File: config.mk
export PLATFORM = sky130hd
export DESIGN_NAME = step_sequencer
export DESIGN_NICKNAME = d
export VERILOG_FILES = /design/src/rtl/step_sequencer.sv
export SDC_FILE = /design/constraint.sdc
export NUM_CORES = 1
export LEC_CHECK = 0
export ABC_CLOCK_PERIOD_IN_PS = 2300
export BUFFER_PORTS_ARGS = -buffer_cell sky130_fd_sc_hd__buf_2
export CORE_UTILIZATION = 49
export DETAILED_ROUTE_END_ITERATION = 10
export PLACE_DENSITY = 0.67
export REMOVE_ABC_BUFFERS = 1
export SYNTH_ARGS = -nofsm -noshare
export SYNTH_HDL_FRONTEND = slang
export SYNTH_SLANG_ARGS = --single-unit
File: constraint.sdc
create_clock -name clk_i -period 2.3 [get_ports clk_i]
set_input_delay 0.345 -clock clk_i [delete_from_list [all_inputs] [get_ports clk_i]]
set_output_delay 0.345 -clock clk_i [all_outputs]
set_load 0.005 [all_outputs]
File: src/rtl/step_sequencer.sv
// rtl/step_sequencer.sv - debounced STEP/RUN front panel driving one-cycle advance pulses
// Optional STEP_SEQUENCER_COUNT_EN builds the 16-bit issued-step counter.
module step_sequencer #(
  parameter logic [15:0] debounce_cycles_p = 16'd10000,
  parameter logic [23:0] run_period_p      = 24'd1000000
) (
  input  logic        clk_i,
  input  logic        reset_ni,
  input  logic        step_btn_i,
  input  logic        run_btn_i,
  input  logic        busy_i,
  output logic        step_o,
  output logic        running_o,
  output logic [15:0] step_count_o
);

  typedef enum logic {IDLE = 1'b0, RUN = 1'b1} state_e;

  // Bit 0 is the STEP path, bit 1 the RUN path.
  logic [1:0]  sync1_q, sync2_q, acc_q, acc_prev_q;
  logic [15:0] db_cnt_q [2];
  logic [1:0]  press;

  always_ff @(posedge clk_i or negedge reset_ni) begin
    if (!reset_ni) begin
      sync1_q    <= '0;
      sync2_q    <= '0;
      acc_q      <= '0;
      acc_prev_q <= '0;
      for (int i = 0; i < 2; i++) db_cnt_q[i] <= '0;
    end else begin
      sync1_q    <= {run_btn_i, step_btn_i};
      sync2_q    <= sync1_q;
      acc_prev_q <= acc_q;
      for (int i = 0; i < 2; i++) begin
        if (sync2_q[i] == acc_q[i]) begin
          db_cnt_q[i] <= '0;
        end else if (db_cnt_q[i] == debounce_cycles_p - 16'd1) begin
          acc_q[i]    <= sync2_q[i];
          db_cnt_q[i] <= '0;
        end else begin
          db_cnt_q[i] <= db_cnt_q[i] + 16'd1;
        end
      end
    end
  end

  assign press = acc_q & ~acc_prev_q;

  state_e      state_q, state_d;
  logic [23:0] timer_q, timer_d;
  logic        pending_q, pending_d;
  logic        step_q, step_d;
  logic        running_q, running_d;
  logic        req, issue;

  always_comb begin
    state_d = state_q;
    timer_d = timer_q;
    req     = 1'b0;
    case (state_q)
      IDLE: begin
        req = press[0];
        if (press[1]) begin
          state_d = RUN;
          timer_d = '0;
        end
      end
      RUN: begin
        req = (timer_q == run_period_p - 24'd1);
        timer_d = req ? 24'd0 : timer_q + 24'd1;
        if (press[1]) begin
          state_d = IDLE;
          timer_d = '0;
        end
      end
      default: state_d = IDLE;
    endcase
    // The step_q term keeps pulses from ever landing on adjacent cycles.
    issue     = pending_q & ~busy_i & ~step_q;
    pending_d = req | (pending_q & ~issue);
    step_d    = issue;
    running_d = (state_d == RUN);
  end

  always_ff @(posedge clk_i or negedge reset_ni) begin
    if (!reset_ni) begin
      state_q   <= IDLE;
      timer_q   <= '0;
      pending_q <= 1'b0;
      step_q    <= 1'b0;
      running_q <= 1'b0;
    end else begin
      state_q   <= state_d;
      timer_q   <= timer_d;
      pending_q <= pending_d;
      step_q    <= step_d;
      running_q <= running_d;
    end
  end

  assign step_o    = step_q;
  assign running_o = running_q;

`ifdef STEP_SEQUENCER_COUNT_EN
  logic [15:0] count_q;

  always_ff @(posedge clk_i or negedge reset_ni) begin
    if (!reset_ni) count_q <= '0;
    else if (step_d) count_q <= count_q + 16'd1;
  end

  assign step_count_o = count_q;
`else
  assign step_count_o = 16'd0;
`endif

endmodule
**Word-level counts from Yosys, hierarchy flattened**

Cells that the tools add are included.

- Bits in registers: 67
- Input port bits: 5
- Output and inout port bits: 18
- Logic and storage cells: 46

- Add/subtract/negate cells: 3
- Equality and inequality tests: 6
- Muxes and demuxes: 12
- Bitwise logic cells: 12
- Reductions and logical operators: 2

Operators by type and width:

| cell | count |
|---|---|
| $mux 24 | 3 |
| $mux 16 | 4 |
| $pmux 24 s2 | 1 |
| $add 16x1->16 const B | 2 |
| $eq 16x14->1 const B | 2 |
| $add 24x1->24 const B | 1 |
| $eq 24x20->1 const B | 1 |
| $not 1->1 | 6 |
| $pmux 1 s2 | 2 |
| $reduce_and 2->1 | 2 |
| $and 1x1->1 | 3 |
| $and 2x2->2 | 1 |
| $eq 1x1->1 | 2 |
| $mux 1 | 2 |
| $ne 2x2->1 const B | 1 |
| $not 2->2 | 1 |
| $or 1x1->1 | 1 |

**Logic depth before layout (Yosys ltp)**

Gate-level depths: netlist (run 1).

- Word-level depth: 6
- Depth in mapped cells: 9
- Depth with buffers taken out: 7

**Worst setup path before layout (run 1)**

OpenSTA, ideal clock, no wires.

- Path kind: register to register
- Start: reg timer_q[11]
- End: reg timer_q[22]
- Library setup time: 0.139 ns
- Arrival: 1.862 ns
- Data required time: 2.161 ns
- Path slack: 0.299 ns
- Stages on the path, launching flop included: 8
- Path buffers: 2
- Period minus slack after synthesis: 2.001 ns
- Path through: dfrtp_1 > or4_1 > or3_1 > o21ba_4 > buf_6 > buf_6 > a31oi_1 > a31oi_1

- Longest elaborated chain between the ends: 4
- Elaborated cells on any way between the ends: 5
- Classes of those cells: 1 x add/sub; 1 x eq/ne; 3 x mux

RTL lines:

| what | RTL line | text |
|---|---|---|
| from (decl) | 51 | `logic [23:0] timer_q, timer_d;` |
| from (signal assigned) | 95 | `timer_q <= timer_d;` |
| $add 24x1->24 or $eq 24x20->1 (tied branches) | 71, 70 |  |
| $mux 24 * | 71 | `timer_d = req ? 24'd0 : timer_q + 24'd1;` |
| $mux 24 * | 72 | `if (press[1]) begin` |
| $pmux 24 s2 * | 61 | `case (state_q)` |

Mark *: on every way between the ends. The rest lies on a longest branch, timed or not.
A chain may end at the register's enable or synchronous reset.

**Worst setup path in the final report (run 1)**

- Start: reg timer_q[20]
- End: reg timer_q[19]

- Longest elaborated chain between the ends: 4

RTL lines:

| what | RTL line | text |
|---|---|---|
| $eq 24x20->1 | 70 | `req = (timer_q == run_period_p - 24'd1);` |
| $mux 24 | 71 |  |
| $mux 24 | 72 |  |
| $pmux 24 s2 | 61 |  |

No other way between the ends.

==> results of run 1 <==
## where the power goes
group / internal (uW) / switching, uW
Sequential: 1190 / 8.18
Combinational: 17.3 / 45.8
Clock: 617 / 477
Total: 1820 / 531
## placed cells by master, fill, tap and decap left out, drive strengths merged, types with 7 or more instances in the layout
cell type	Yosys	final
nor2	45	45
and3	10	10
a31oi	16	16
clkbuf	8	9
xnor2	17	17
nand3	23	23
inv	6	8
conb	1	16
nor3	7	7
nand2	24	24
nand4	12	12
a21oi	13	13
buf	22	18
xor2	14	14
dfrtp	67	67
## routing by layer
layer  routed length, um  part of all wire (%)  global-route usage (%)  vias up
met5                   0                     0                       0        -
met4                 133                   2.2                    9.40        0
met3                 187                   3.1                    3.02       10
met2                2630                    44                    28.4       46
met1                3050                    51                    25.4     1177
li1                    -                     -                       -     1206
## worst paths after layout
check | depth (start not counted) | endpoint | startpoint
setup / recovery | 5 | timer_q[19] | timer_q[20]
hold / removal | 1 | sync1_q[0] | step_btn_i
setup reg to reg | 5 | timer_q[19] | timer_q[20]
hold reg to reg | 0 | sync2_q[0] | sync1_q[0]
max in group asynchronous | 3 | db_cnt_q[23] | reset_ni
min in group asynchronous | 2 | timer_q[15] | reset_ni
## state kept, by name, summed over array words and instances, names as in the netlist
signal / count
sync1_q: 2
acc_prev_q: 2
timer_q: 24
running_o: 1
pending_q: 1
sync2_q: 2
acc_q: 2
step_o: 1
db_cnt_q: 32
## layout make-up
cell class / count / area, um^2 / area share (%)
clock inverters: 7 / 98.8 / 2.68
clock buffers: 9 / 124 / 3.35
inverters: 6 / 22.5 / 0.610
multi-input cells: 257 / 1530 / 41.5
flip-flops and latches: 67 / 1680 / 45.4
repair buffers: 19 / 143 / 3.86
well taps: 77 / 96.3 / 2.61
## timing repair
item / in CTS / in global routing
hold buffers: 1 / 0
endpoints found under the hold margin: 20 / 0
resized for setup: 0 / 0
setup endpoints to repair: 0 / 0
## per-stage QoR
stage               hold WS (ns)  std cells  util [%]  total power (uW)
floorplan                 0.0494        330         -              1250
global placement           0.339        425      53.3              1280
detailed placement         0.343        425      53.3              1280
CTS                       0.0938        442      56.8              2380
global route               0.100        442      56.8              2430
finish                     0.105        442      56.8              2350
## cells by family (layout without fill, tap and decap cells)
kind of cell / count (synthesis) / count (layout) / share of synthesized area [%]
XOR/XNOR: 31 / 31 / 8.03
flip-flops: 67 / 67 / 49.6
adder cells (fa/ha/maj): 4 / 4 / 1.48
AND/OR/NAND/NOR: 154 / 154 / 23.3
multiplexers: 6 / 6 / 1.89
other: 1 / 16 / 0.111
AO/OA/AOI/OAI: 46 / 46 / 8.89
buffers and inverters: 36 / 41 / 6.74
## critical path, stage by stage (launching register included)
cell and delay, ns:
dfrtp_1 0.41, or4_1 0.55, or3_1 0.33, o21ba_4 0.27
and3_1 0.18, a221o_1 0.26
==> metrics.yaml, run 1 <==
outcome:
  status: "completed"
yosys:
  yosys.area.top_type_share_pct: 49.6
  yosys_register_bits: 67
  synth_top_area_cell: "dfrtp_1"
  ys_top_cells_by_count: "dfrtp_1 (67), nor2_1 (45), nand2_1 (24), nand3_1 (23), xnor2_1 (17)"
  synth_cell_types: 42
  yosysSeqAreaShare_pct: 49.6
  yosysMostFrequentCell: "dfrtp_1"
  yosys-top-cells-area: "dfrtp_1 (50%), nor2_1 (5.0%), xnor2_1 (4.4%), xor2_1 (3.6%), buf_4 (3.6%)"
  syn_area_mm2: 0.00338
  synthCells: 345
  ys.flop_type: "dfrtp_1"
  syn_avg_cell_area_um2: 9.80
  synth_edf_count: 0
  synth_async_sr_flop_share_pct: 100
  synth_warnings: 0
global_routing:
  grt_pass1_vias: 2327
  antenna_found_initial: 0
  grt_pass1_wl_mm: 10.6
  grt_max_degree: 48
  grt_overflow: 0
  grt_use_total_pct: 18.5
detailed_routing:
  drt_first_pass_iters: 4
  drt_wl_total_mm: 6.00
  ant_nets: 0
  routedWlPerCell_um: 13.6
  first_iter_violations: 100
  vias_per_cell: 5.52
  num_vias: 2439
  drc: 0
clock_tree:
  clkLatencyLatePin_ns: 0.34
  clk_pin_slew_ns: 0.08
  clock_path_buffers: 2
  cts_setup_buffers: 0
  numCtsBuffers: 9
  cts_tree: "done"
  cts.sinks: 67
  htree_num_levels: 3
  clock-root-buffer: "clkbuf_8"
finish:
  design_area_mm2: 0.00369
  drive_above_1_share_pct: 11.2
  area_growth_pct: 9.26
  final_nets: 369
  n_antenna_cell: 0
  fillCellCount: 559
timing:
  finalCriticalPeriod_ns: 2.13
  fin_ws_ns: 0.167
  max_freq_mhz: 469
  worstMarginPinSlew_ns: 0.675
  slew_viol_final: 0
  tns_ns: 0
  fin_worst_skew_ns: 0.0136
  rsz0062_at_grt: "no"
  finalCritPeriodShare_pct: 92.7
  finalSetupViolCount: 0
  hold_violations: 0
  max_slew_margin_pct: 54.4
die:
  core_area_mm2: 0.00649
  die_h_um: 85.0
  num_rows: 29
  start_util_pct: 52.0
  dieArea_mm2: 0.00723
  die-width_um: 85.0
  io_pins: 23
placed_design:
  placed_cell_area_mm2: 0.00346
  place.port_buffers: 6
  gp_congestion: 0.765
  dp_slack_ns: 0.189
  dp_hpwl_mm: 4.07
setup_path:
  path_class: "reg2reg"
  required_ns: 2.52
  rrSetupSlack_ns: 0.17
  crit_path_end_kind: "flop"
  cp.arrival_ns: 2.35
  critPathLaunchType: "flop"
  cp_max_fo: 16
min_path:
  min_path_type: "in2reg"
pwr:
  power_density_mw_per_mm2: 638
  peakVddDrop_v: 0.000390
  leakage_uw: 0.00163
flow_run:
  cap_violations: 0
Note: power is estimated with default switching activity, not from simulation.
==> run 2, diff against run 1 <==
--- a/config.mk
+++ b/config.mk
@@ -6,7 +6,7 @@
 export NUM_CORES = 1
 export LEC_CHECK = 0
 export ABC_CLOCK_PERIOD_IN_PS = 2300
-export BUFFER_PORTS_ARGS = -buffer_cell sky130_fd_sc_hd__buf_2
+export BUFFER_PORTS_ARGS = -buffer_cell sky130_fd_sc_hd__clkbuf_2
 export CORE_UTILIZATION = 49
 export DETAILED_ROUTE_END_ITERATION = 10
 export PLACE_DENSITY = 0.67
==> run 2 against run 1 <==
Setup slack worse by 0.074 ns. Sequential cell count did not move. Via count is 0.45% lower. Hold slack got worse by 0.097 ns. Global-route usage shrank 0.80 points. Power fell by 9.4%. Combinational power decreased by 3.8%. Largest cell class unchanged. Design area shrank 1.8%. Die area unchanged. Critical path type unchanged. Clock skew hardly changed. Critical endpoint unchanged. Cell count fell by 0.68%. Utilization decreased by 1.0 points.
==> metrics.yaml, run 2 (synthesized netlist as in run 1, its figures left out) <==
outcome:
  status: "completed"
detailed_routing:
  drt_first_pass_iters: 4
  vias_per_cell: 5.53
  drt_wl_total_mm: 5.96
  drc: 0
  num_vias: 2428
  routedWlPerCell_um: 13.6
  ant_nets: 0
  first_iter_violations: 185
timing:
  max_freq_mhz: 453
  finalSetupViolCount: 0
  slew_viol_final: 0
  worstMarginPinSlew_ns: 0.576
  hold_violations: 0
  fin_worst_skew_ns: 0.0135
  tns_ns: 0
  rsz0062_at_grt: "no"
  finalCriticalPeriod_ns: 2.21
  max_slew_margin_pct: 61.0
  finalCritPeriodShare_pct: 96.0
setup_path:
  critPathLaunchType: "flop"
  critPathLaunch: "timer_q[20]"
  max_stage_delay_ns: 0.54
  r2r_end: "timer_q[19]"
  crit_path_end_kind: "flop"
  path_buf_inv: 0
  cp_top_family: "simple AND/OR/NAND/NOR gates"
  required_ns: 2.51
  endpoint: "timer_q[19]"
  cp_max_fo: 18
  cp_cell_sequence: "or4_1 -> or3_1 -> o21ba_4 -> and3_1 -> a221o_1"
  r2r_cells: 5
  path_depth: 5
  cp_slowest_cell: "or4_1"
  path_class: "reg2reg"
  cp.arrival_ns: 2.42
  r2r_start: "timer_q[20]"
  rrSetupSlack_ns: 0.09
pwr:
  leakage_uw: 0.00160
  peakVddDrop_v: 0.000269
  power_uw: 2130
  power_density_mw_per_mm2: 588
finish:
  final_nets: 366
  stdcell_count: 439
  area_growth_pct: 7.26
  layout_common_cells: "dfrtp_1 (67), nor2_1 (45), nand2_1 (24)"
  top_register: "db_cnt_q"
  fillCellCount: 550
  largest_reg_flops: 32
  design_area_mm2: 0.00362
  drive_above_1_share_pct: 10.8
  reg_top3: "db_cnt_q (32), timer_q (24)"
  n_antenna_cell: 0
  fin_util_pct: 55.8
  final_common_cell: "dfrtp_1"
global_routing:
  grt_use_total_pct: 17.7
  grt_pass1_wl_mm: 9.94
  grt_max_degree: 68
  grt_overflow: 0
  grt_pass1_vias: 2160
  antenna_found_initial: 0
placed_design:
  gp_congestion: 0.794
  dp_hpwl_mm: 3.85
  placed_cell_area_mm2: 0.00344
  place_inst: 422
  place.port_buffers: 6
clock_tree:
  cts.sinks: 67
  cts_tree: "done"
  clk_pin_slew_ns: 0.08
  clkLatencyLatePin_ns: 0.34
  htree_num_levels: 3
  ctsHoldBuffers: 0
  cts_setup_buffers: 0
  clock_path_buffers: 2
  clock-root-buffer: "clkbuf_8"
  numCtsBuffers: 9
  ctsResizeCount: 0
die:
  num_rows: 29
  die-width_um: 85.0
  io_pins: 23
  core_area_mm2: 0.00649
  start_util_pct: 52.0
  die_h_um: 85.0
  dieArea_mm2: 0.00723
flow_run:
  cap_violations: 0
min_path:
  min_path_type: "in2async"
[run 2: changes by cell type in the layout (fill, tap and decap cells not counted), sizes merged]
| cell | previous run | this run |
|---|---|---|
| buf | 18 | 10 |
| bufinv | 2 | 0 |
| clkbuf | 9 | 15 |
| clkinv | 2 | 4 |
| dlygate4sd3 | 1 | 0 |
| inv | 8 | 7 |
| o21ba | 1 | 2 |
[run 2: metrics by stage]
stage | setup WS (ns) | hold WS [ns]
floorplan | 0.127 | 0.0494
global placement | 0.164 | 0.341
detailed placement | 0.0970 | 0.345
CTS | 0.0659 | 0.0219
global route | 0.0115 | 0.0422
finish | 0.0931 | 0.00802
[run 2: area by class of cell]
cell class	count	area, um^2	share of cell area, %
clock buffer	10	138	3.80
timing repair buffer	15	110	3.04
sequential	67	1680	46.3
inverter	6	22.5	0.621
multi-input combinational	258	1540	42.5
clock inverter	6	40.0	1.10
tap	77	96.3	2.66
[run 2: worst min-delay path by stage]
stage / startpoint / end / cells past startpoint
floorplan: reset_ni / acc_prev_q[0] / 0
detailed placement: sync1_q[1] / sync2_q[1] / 0
finish: reset_ni / timer_q[15] / 2
global route: reset_ni / timer_q[13] / 2
CTS: reset_ni / timer_q[15] / 2
global placement: sync1_q[0] / sync2_q[0] / 0
[run 2: metal layers]
metal	track usage (%)	up-vias	wire length [um]
met5	0	-	0
met4	9.09	0	116
li1	-	1199	-
met2	26.0	48	2670
met1	25.1	1171	2960
met3	3.21	10	212
[run 2: worst register-to-register path: cells and delay by family (launching register included)]
kind             cells  cell delay [ns]
AND/OR/NAND/NOR      3             1.10
AO/OA/AOI/OAI        2             0.56
flip-flops           1             0.42
[run 2: report_power, final]
part / total, uW / switching (uW) / internal, uW
clock network: 874 / 454 / 420
logic: 60.7 / 44.5 / 16.2
registers: 1200 / 8.13 / 1190
total: 2130 / 507 / 1630
==> run 3, diff against run 2 <==
--- a/config.mk
+++ b/config.mk
@@ -5,12 +5,14 @@
 export SDC_FILE = /design/constraint.sdc
 export NUM_CORES = 1
 export LEC_CHECK = 0
-export ABC_CLOCK_PERIOD_IN_PS = 2300
+export ABC_AREA = 1
+export ABC_CLOCK_PERIOD_IN_PS = 2800
 export BUFFER_PORTS_ARGS = -buffer_cell sky130_fd_sc_hd__clkbuf_2
 export CORE_UTILIZATION = 49
 export DETAILED_ROUTE_END_ITERATION = 10
-export PLACE_DENSITY = 0.67
+export PLACE_DENSITY = 0.66
 export REMOVE_ABC_BUFFERS = 1
 export SYNTH_ARGS = -nofsm -noshare
 export SYNTH_HDL_FRONTEND = slang
 export SYNTH_SLANG_ARGS = --single-unit
+export TNS_END_PERCENT = 5
==> constraint.sdc (replaced) <==
create_clock -name clk_i -period 2.8 [get_ports clk_i]
set_input_delay 0.42 -clock clk_i [delete_from_list [all_inputs] [get_ports clk_i]]
set_output_delay 0.42 -clock clk_i [all_outputs]
set_load 0.005 [all_outputs]
==> run 3 against run 2 <==
Design area increased by 12%. Sequential cell count unchanged. Sequential power decreased by 18%. Register-to-register slack improved by 0.85 ns. Die area increased by 12%. Critical endpoint is now timer_q[15]. Largest cell class is now multi-input gates.
==> metrics.yaml, run 3 <==
outcome:
  status: "completed"
die:
  core_area_mm2: 0.00737
  dieArea_mm2: 0.00807
  die-width_um: 89.8
  io_pins: 23
  start_util_pct: 51.3
  die_h_um: 89.8
  num_rows: 31
timing:
  slew_viol_final: 0
  finalCriticalPeriod_ns: 1.86
  fin_ws_ns: 0.944
  max_freq_mhz: 539
  fin_worst_skew_ns: 0.0115
  rsz0062_at_grt: "no"
  finalSetupViolCount: 0
  max_slew_margin_pct: 65.9
  finalCritPeriodShare_pct: 66.3
  worstMarginPinSlew_ns: 0.511
  hold_violations: 0
  tns_ns: 0
pwr:
  leakage_uw: 0.00177
  power_density_mw_per_mm2: 448
  peakVddDrop_v: 0.000326
clock_tree:
  cts_tree: "done"
  ctsHoldBuffers: 0
  cts.sinks: 67
  ctsResizeCount: 0
  clk_pin_slew_ns: 0.08
  clock_path_buffers: 2
  clock-root-buffer: "clkbuf_8"
  htree_num_levels: 3
  clkLatencyLatePin_ns: 0.34
  cts_setup_buffers: 0
  numCtsBuffers: 9
global_routing:
  grt_pass1_wl_mm: 12.8
  grt_max_degree: 29
  antenna_found_initial: 0
  grt_pass1_vias: 2838
  grt_overflow: 0
  grt_use_total_pct: 19.8
finish:
  final_common_cell: "nand2_1"
  final_nets: 513
  drive_above_1_share_pct: 11.2
  layout_common_cells: "nand2_1 (117), nor2_1 (71), dfrtp_1 (67)"
  largest_reg_flops: 32
  fin_util_pct: 55.1
  ff_latch_area_mm2: 0.00168
  n_antenna_cell: 0
  top_register: "db_cnt_q"
  multi_input_area_mm2: 0.00179
  fillCellCount: 709
  reg_top3: "db_cnt_q (32), timer_q (24)"
  area_growth_pct: 7.41
setup_path:
  r2r_cells: 8
  critPathLaunch: "acc_q[1]"
  max_stage_delay_ns: 0.38
  critPathLaunchType: "flop"
  required_ns: 3.06
  cp_cell_sequence: "inv_1 -> nor2_1 -> inv_1 -> ha_1 -> buf_4 -> nor3_2 -> nand2_2 -> o21ai_1"
  cp.arrival_ns: 2.11
  endpoint: "timer_q[15]"
  r2r_end: "timer_q[15]"
  path_depth: 8
  cp_max_fo: 22
  crit_path_end_kind: "flop"
  rrSetupSlack_ns: 0.94
  critPathMostFrequentCell: "inv_1"
  path_buf_inv: 3
  cp_slowest_cell: "dfrtp_1"
  cp_top_family: "simple AND/OR/NAND/NOR gates"
  path_class: "reg2reg"
  r2r_start: "acc_q[1]"
min_path:
  min_path_type: "in2async"
detailed_routing:
  num_vias: 2981
  drc: 0
  first_iter_violations: 169
  vias_per_cell: 4.91
  drt_first_pass_iters: 4
  drt_wl_total_mm: 7.13
  routedWlPerCell_um: 11.8
  ant_nets: 0
yosys:
  synth_cell_types: 36
  syn_avg_cell_area_um2: 7.73
  yosys_register_bits: 67
  yosysSeqAreaShare_pct: 44.4
  ys_top_cells_by_count: "nand2_1 (117), nor2_1 (71), dfrtp_1 (67), inv_1 (52), nand3_1 (28)"
  synthCells: 489
  synth_top_area_cell: "dfrtp_1"
  ys.flop_type: "dfrtp_1"
  synth_edf_count: 0
  yosys.area.top_type_share_pct: 44.4
  syn_area_mm2: 0.00378
  synth_async_sr_flop_share_pct: 100
  synth_warnings: 0
  yosys-top-cells-area: "dfrtp_1 (44%), nand2_1 (12%), nor2_1 (7.1%), inv_1 (5.2%), xor2_1 (3.9%)"
  yosysMostFrequentCell: "nand2_1"
placed_design:
  gp_congestion: 0.875
  dp_slack_ns: 0.901
  dp_hpwl_mm: 5.41
  place.port_buffers: 6
flow_run:
  cap_violations: 0
## run 3: changes by cell type after synthesis, moves of 14 or more
cell / delta
nand2_1: +93
inv_1: +46
nor2_1: +26
o21ai_1: +15
a31oi_1: -14
xnor2_1: -14
## run 3: how the worst min path moves through the flow
stage | start | endpoint | slack [ns] | cells after the start
floorplan | reset_ni | acc_prev_q[0] | 0.12 | 0
global route | reset_ni | timer_q[11] | 0.09 | 1
finish | reset_ni | db_cnt_q[8] | 0.05 | 1
CTS | reset_ni | db_cnt_q[8] | 0.07 | 1
detailed placement | sync1_q[1] | sync2_q[1] | 0.34 | 0
global placement | sync1_q[1] | sync2_q[1] | 0.34 | 0
## run 3: layout make-up
cell class | count | share of cell area (%)
flip-flops and latches | 67 | 41.3
multi-input cells | 358 | 44.1
clock buffers | 10 | 3.39
inverters | 58 | 5.36
well taps | 99 | 3.05
clock inverters | 5 | 1.33
repair buffers | 10 | 1.48
## run 3: cell families after synthesis
group	after synthesis	share of synthesized area, %
DFF	67	44.4
buffers and inverters	79	9.76
AOI/OAI and AO/OA	36	5.36
and+or+nand+nor	282	34.5
xor gates and xnor gates	20	4.63
other	1	0.0992
adders and majority gates	4	1.32
## run 3: worst reg2reg max path: cells and delay by family, from the launching register on
kind	cells	cell delay [ns]
AND/OR/NAND/NOR	3	0.68
flip-flops	1	0.38
buffers and inverters	3	0.35
AO/OA/AOI/OAI	1	0.19
adder cells (fa/ha/maj)	1	0.18
## run 3: through the flow
step           hold slack (ns)  area (um^2)  total power (uW)  cells
2_1_floorplan            0.124         3680              1030    483
3_3_place_gp             0.336         3870              1060    592
3_5_place_dp             0.341         3870              1060    592
4_1_cts                 0.0653         4060              1850    607
5_1_grt                 0.0874         4060              1900    607
6_report                0.0472         4060              1820    607
## run 3: power breakdown
group	switching, uW	internal [uW]	leakage [uW]
registers	6.34	977	0.000922
clock network	354	427	0.000102
logic	40.6	12.6	0.000742
total	400	1420	0.00177
## run 3: routing by layer
metal  share of wire, %  routed length (um)  global-route usage [%]
met5                  0                   0                       0
met4                1.8                 129                    6.83
met3                3.0                 217                    4.57
met2                 44                3170                    30.8
met1                 51                3610                    27.1
